<file path="src/rtl/obs_rom_arbiter.sv">
// Round-robin arbiter that time-shares one obstacle sprite ROM across NUM_REQ renderers.
// Grant is combinational, the ROM port is registered, and a tag pipeline steers each colour back to its requester.
module obs_rom_arbiter #(
    parameter int NUM_REQ = 2,
    parameter int ADDR_W  = 8,
    parameter int TYPE_W  = 3,
    parameter int ROM_LAT = 1
) (
    input  logic                      clk,
    input  logic                      rst,
    input  logic [NUM_REQ-1:0]        i_req,
    input  logic [NUM_REQ*ADDR_W-1:0] i_req_counter,
    input  logic [NUM_REQ*TYPE_W-1:0] i_req_type,
    output logic [NUM_REQ-1:0]        o_gnt,
    output logic                      o_rom_en,
    output logic [ADDR_W-1:0]         o_rom_counter,
    output logic [TYPE_W-1:0]         o_rom_type,
    input  logic                      i_rom_color,
    output logic [NUM_REQ-1:0]        o_resp_valid,
    output logic [NUM_REQ-1:0]        o_sprite_color
);

    localparam int IDX_W = (NUM_REQ > 1) ? $clog2(NUM_REQ) : 1;
    localparam int DEPTH = 1 + ROM_LAT;

    logic [IDX_W-1:0]  ptr;
    logic [IDX_W-1:0]  win;
    logic [IDX_W-1:0]  cand;
    logic              gnt_any;
    logic [NUM_REQ-1:0] gnt;
    logic [ADDR_W-1:0] sel_counter;
    logic [TYPE_W-1:0] sel_type;

    logic [DEPTH-1:0]  tag_vld;
    logic [IDX_W-1:0]  tag_idx [DEPTH];

    // Search starts one past the last winner; modulo keeps non-power-of-two counts fair.
    always_comb begin
        gnt_any = 1'b0;
        win     = '0;
        cand    = '0;
        for (int i = 1; i <= NUM_REQ; i++) begin
            cand = IDX_W'((int'(ptr) + i) % NUM_REQ);
            if (!gnt_any && i_req[cand]) begin
                gnt_any = 1'b1;
                win     = cand;
            end
        end
        if (rst) begin
            gnt_any = 1'b0;
        end
        gnt = '0;
        if (gnt_any) begin
            gnt[win] = 1'b1;
        end
    end

    always_comb begin
        sel_counter = '0;
        sel_type    = '0;
        for (int k = 0; k < NUM_REQ; k++) begin
            if (gnt[k]) begin
                sel_counter = i_req_counter[k*ADDR_W +: ADDR_W];
                sel_type    = i_req_type[k*TYPE_W +: TYPE_W];
            end
        end
    end

    assign o_gnt = gnt;

    always_ff @(posedge clk) begin
        if (rst) begin
            ptr            <= IDX_W'(NUM_REQ - 1);
            o_rom_en       <= 1'b0;
            o_rom_counter  <= '0;
            o_rom_type     <= '0;
            tag_vld        <= '0;
            for (int j = 0; j < DEPTH; j++) begin
                tag_idx[j] <= '0;
            end
            o_resp_valid   <= '0;
            o_sprite_color <= '0;
        end else begin
            o_rom_en <= gnt_any;
            if (gnt_any) begin
                ptr           <= win;
                o_rom_counter <= sel_counter;
                o_rom_type    <= sel_type;
            end

            tag_vld    <= {tag_vld[DEPTH-2:0], gnt_any};
            tag_idx[0] <= win;
            for (int j = 1; j < DEPTH; j++) begin
                tag_idx[j] <= tag_idx[j-1];
            end

            // Tail of the tag pipe lines up with the ROM data for that lookup.
            o_resp_valid <= '0;
            if (tag_vld[DEPTH-1]) begin
                o_resp_valid[tag_idx[DEPTH-1]]   <= 1'b1;
                o_sprite_color[tag_idx[DEPTH-1]] <= i_rom_color;
            end
        end
    end

endmodule

</file>
<file path="config.mk">
export PLATFORM = sky130hd
export DESIGN_NAME = obs_rom_arbiter
export DESIGN_NICKNAME = d
export VERILOG_FILES = /design/src/rtl/obs_rom_arbiter.sv
export SDC_FILE = /design/constraint.sdc
export NUM_CORES = 1
export LEC_CHECK = 0
export ABC_AREA = 0
export CAP_MARGIN = 10
export CORE_MARGIN = 3
export CORE_UTILIZATION = 32
export DETAILED_ROUTE_END_ITERATION = 16
export DONT_BUFFER_PORTS = 1
export GPL_TIMING_DRIVEN = 0
export PLACE_DENSITY = 0.5
export SYNTH_ARGS = -nofsm -noshare
export SYNTH_HDL_FRONTEND = slang
export SYNTH_SLANG_ARGS = --single-unit
</file>
<file path="constraint.sdc">
create_clock -name clk -period 2.6 [get_ports clk]
set_clock_uncertainty 0.05 [all_clocks]
set_input_delay 0.26 -clock clk [delete_from_list [all_inputs] [get_ports clk]]
set_output_delay 0.26 -clock clk [all_outputs]
set_load 0.05 [all_outputs]
</file>
# Word-level counts from Yosys, hierarchy flattened
# Memory sizes are Yosys's and may differ from the RTL's.
# Index checks and enable logic that the tools add are counted.
[op_classes]
n_addsub = 2
n_lt_le_gt_ge = 6
n_mux = 24
bitwise_logic = 3
reduce_logical = 5
[op_table]
columns = ["op", "n"]
rows = [
  ["$mux W1", 16],
  ["$mux W8", 2],
  ["$lt A1 B2 Y1 const B", 4],
  ["$mux W3", 2],
  ["$logic_and A1 B1 Y1", 3],
  ["$add A1 B1 Y1 const B", 2],
  ["$bwmux W2", 1],
  ["$demux W1 S1", 2],
  ["$ge A1 B1 Y1 const B", 2],
  ["$mux W2", 1],
  ["$or A1 B1 Y1", 2],
  ["$reduce_or A2 Y1", 1],
  ["$logic_not A1 Y1", 1],
  ["$not A1 Y1", 1],
]
[totals]
ff_bits = 19
ramBits = 2
in_bits = 27
out_inout_bits = 18
wordCells = 48
memories = 1
[mem_list]
columns = ["name", "depth", "word_bits", "rd", "rd_clocked_by_memory_dff", "write_ports", "line", "text"]
rows = [
  ["tag_idx", 2, 1, 2, 0, 2, "35", "logic [IDX_W-1:0] tag_idx [DEPTH];"],
]

# Longest topological paths before layout
[depth]
depth_word = 14
ltp_mapped = 4
ltp_nobuf = 3

# Least setup slack after synthesis
# OpenSTA, ideal clock, no wires.
[synth_path]
path_kind = "register to output"
from = "register ptr"
to = "output port o_gnt[0]"
t_arrival_ps = 932
t_required_ps = 2290
path_slack_ps = 1358
stages_incl_launch_ff = 4
path_buffers = 1
path_cell_list = "dfxtp_1 > and2b_1 > nor3b_2 > buf_6"
[synth_between]
elab_chain_len = 12
elab_cells_between_ends = 19
cone_classes = "add/sub (2); order compare (2); mux (12); reduce/logical (3)"
[synth_lines]
columns = ["item", "line", "text"]
rows = [
  ["start: declaration", "26", "logic [IDX_W-1:0] ptr;"],
  ["start signal: assignment", "73", "ptr <= IDX_W'(NUM_REQ - 1);"],
  ["start signal: assignment", "86", "ptr <= win;"],
  ["$add A1 B1 Y1", "43", "cand = IDX_W'((int'(ptr) + i) % NUM_REQ);"],
  ["$mux W1 (implied by the code) (2 in series)", "44", "if (!gnt_any && i_req[cand]) begin"],
  ["$mux W1", "44", ""],
  ["$logic_not A1 Y1", "44", ""],
  ["$logic_and A1 B1 Y1", "44", ""],
  ["$mux W1", "44", ""],
  ["$lt A1 B2 Y1 (implied by the code) or $ge A1 B1 Y1 (tied branches)", "54", "gnt[win] = 1'b1;"],
  ["$logic_and A1 B1 Y1 (implied by the code)", "54", ""],
  ["$mux W1 (implied by the code)", "54", ""],
  ["$demux W1 S1", "54", ""],
  ["$mux W2 (*)", "53", "if (gnt_any) begin"],
  ["end: declaration", "14", "output logic [NUM_REQ-1:0] o_gnt,"],
]
# Every way passes the cells marked *; elsewhere a longest branch is shown, timed or not. The select of a mux whose other input is x is not followed.

# Worst setup path in the final report
# Same ends and word-level chain as after synthesis.

==> flow_summary.json <==
{
  "p_seq_share_pct": 63.6,
  "track_usage_pct": 10.7,
  "power_frac_clock_pct": 29.1,
  "p_leak_uw": 0.000331,
  "power.switching_uw": 188,
  "critPathCaptureType": "output port",
  "yosys_warnings": 0,
  "hold_viol": 0,
  "cp_max_fo": 10,
  "rsz0062_at_grt": "false",
  "die_width_um": 54.0,
  "vias": 528,
  "r2r-start": "ptr",
  "cts_max_level": 1,
  "cts_tree": "done",
  "setup_viol": 0,
  "drive_gt1_share_pct": 11.3,
  "drt_wl_total_um": 1490,
  "relSlewSlack_pct": 65.9,
  "synth_async_sr_flop_share_pct": 0,
  "drtIter0Drc": 10,
  "r2r_cells": 4,
  "ir_worst_vdd_uv": 271,
  "grt_pass1_vias": 488,
  "syn-num-nets": 94,
  "nNetsFinal": 99,
  "startpoint_type": "flop",
  "ioPinCount": 45,
  "cts_resized": 0,
  "clk_latency_ns": 0.29,
  "syn_area_per_cell_um2": 11.0,
  "cts_buffers": 3,
  "synth_area_um2": 738,
  "start_util_pct": 35.8,
  "synth_top_cell_by_area": "dfxtp_1",
  "syn2layout_area_growth_pct": 9.49,
  "period_share_pct": 64.3,
  "path_class": "reg2out",
  "vias_per_cell": 5.39,
  "grt_pass1_wl_um": 2070,
  "crit_start": "ptr",
  "die-area_um2": 2920,
  "slew_viol_final": 0,
  "outcome": "finished, final reports clean",
  "grt_max_degree": 12,
  "ys_types": 20,
  "worstPathArrival_ns": 1.36,
  "finalCriticalPeriod_ns": 1.67,
  "p_total_uw": 622,
  "cts.sinks": 20,
  "reg2reg_to": "o_rom_counter[1]",
  "yosysTopAreaCellShare_pct": 54.2,
  "endpoint": "o_gnt[0]",
  "synth_flop_cell": "dfxtp_1",
  "hold_class": "in2reg",
  "hpwl_um": 1090,
  "globalplace.congestion": 0.646,
  "synth_seq_cells": 20,
  "avgRoutedWirePerCell_um": 15.2,
  "finalSetupTns_ns": 0,
  "n_fill_cell": 206,
  "clock.fmax_mhz": 599,
  "fp-row-count": 16,
  "antenna_found_initial": 0,
  "rrSetupSlack_ns": 1.26,
  "clk_pin_slew_ns": 0.11,
  "synth_edf_count": 0,
  "firstDrtPassIters": 4,
  "cts_setup_buffers": 0,
  "gr-total-overflow": 0,
  "p_comb_share_pct": 7.4,
  "ctsHoldBuffers": 0,
  "worst_pin_slew_ns": 0.510,
  "yosys-top-cells-area": "dfxtp_1 54%, a221o_1 15%, and2_1 9.3%, and3b_1 3.6%, nor2b_1 2.5%",
  "maxCapViolCount": 0,
  "drc_errors": 0,
  "p_per_area_nw_per_um2": 769,
  "yosysMostFrequentCell": "dfxtp_1",
  "antennaDiodeCount": 0,
  "netlist_instances": 67,
  "clock-root-buffer": "clkbuf_4",
  "ys_top_cells_by_count": "20 x dfxtp_1, 11 x a221o_1, 11 x and2_1",
  "required_ns": 2.29,
  "die_h_um": 54.0,
  "netSwitchingFraction_pct": 30.2,
  "io_buffers": 0,
  "clk_path_buf_depth": 2,
  "drtAntennaViolNets": 0,
  "core_area_um2": 2060,
  "yosysSeqAreaShare_pct": 54.2,
  "intPower_uw": 434
}
## per-layer routing
metal	vias up	global-route usage, %	part of all wire, %
li1	251	-	-
met1	246	12.0	46
met2	27	14.5	42
met3	4	5.82	10
met4	0	8.71	2.2
met5	-	0	0
## cells in the final DEF, fill, tap and decap left out
cell / instances
nor2b_1: 3
mux2i_1: 1
clkbuf_8: 1
clkbuf_1: 1
nand2_1: 3
a21oi_1: 1
nand2b_1: 1
nand3_1: 1
nor3_1: 1
clkbuf_4: 3
buf_6: 1
buf_2: 1
buf_4: 1
a221o_1: 11
nor3b_1: 1
and3b_1: 3
dfxtp_1: 20
nor2_1: 3
and2_1: 11
and2b_1: 1
o21ai_0: 1
nor3b_2: 1
## worst min path at each step
stage	from	end	cells past startpoint
after floorplan	i_req[0]	tag_vld[0]	2
after global placement	i_req[0]	tag_vld[0]	2
after detailed placement	i_req[0]	tag_vld[0]	2
after CTS	i_req[0]	tag_vld[0]	2
after global routing	i_req_counter[11]	o_rom_counter[3]	1
final	i_req[0]	tag_vld[0]	2
## power by group through the flow
stage                     logic (uW)  clock network (uW)  registers, uW
after floorplan                 39.9                   0            399
after global placement          45.4                   0            402
after detailed placement        46.1                   0            403
after CTS                       46.4                 190            396
after global routing            49.9                 206            398
final                           45.8                 181            395
## sequential cells by signal, indices dropped and copies added, names as in the netlist
signal          flops
tag_idx             2
o_resp_valid        2
o_sprite_color      2
o_rom_type          3
tag_vld             2
o_rom_counter       8
ptr                 1
## metrics by stage
step	setup WS, ns	hold slack [ns]	area, um2	utilization (%)	instances
finish	0.929	0.0245	808	39.2	98
global route	0.828	0.00890	808	39.2	98
CTS	0.904	0.0156	808	39.2	98
detailed placement	1.26	0.337	772	37.4	94
global placement	1.26	0.337	772	37.4	94
floorplan	1.36	0.326	738	-	67
## cell type report
cell class / count / area (um2) / area share (%)
buffer: 4 / 27.5 / 3.41
clock buffer: 4 / 36.3 / 4.49
multi-input combinational: 43 / 310 / 38.4
sequential: 20 / 400 / 49.5
tap: 27 / 33.8 / 4.18
## cells by family after synthesis
| kind of cell | synth area share, % |
|---|---|
| and+or+nand+nor | 24.4 |
| DFF | 54.2 |
| AOI/OAI and AO/OA | 16.3 |
| buffers and inverters | 3.73 |
| muxes | 1.36 |
## worst max-delay path: stages (launching register included)
cell and delay [ns]:
dfxtp_1 0.36, and2b_1 0.19, nor3b_2 0.26, buf_6 0.25
Power figures use the tool's default switching activity.
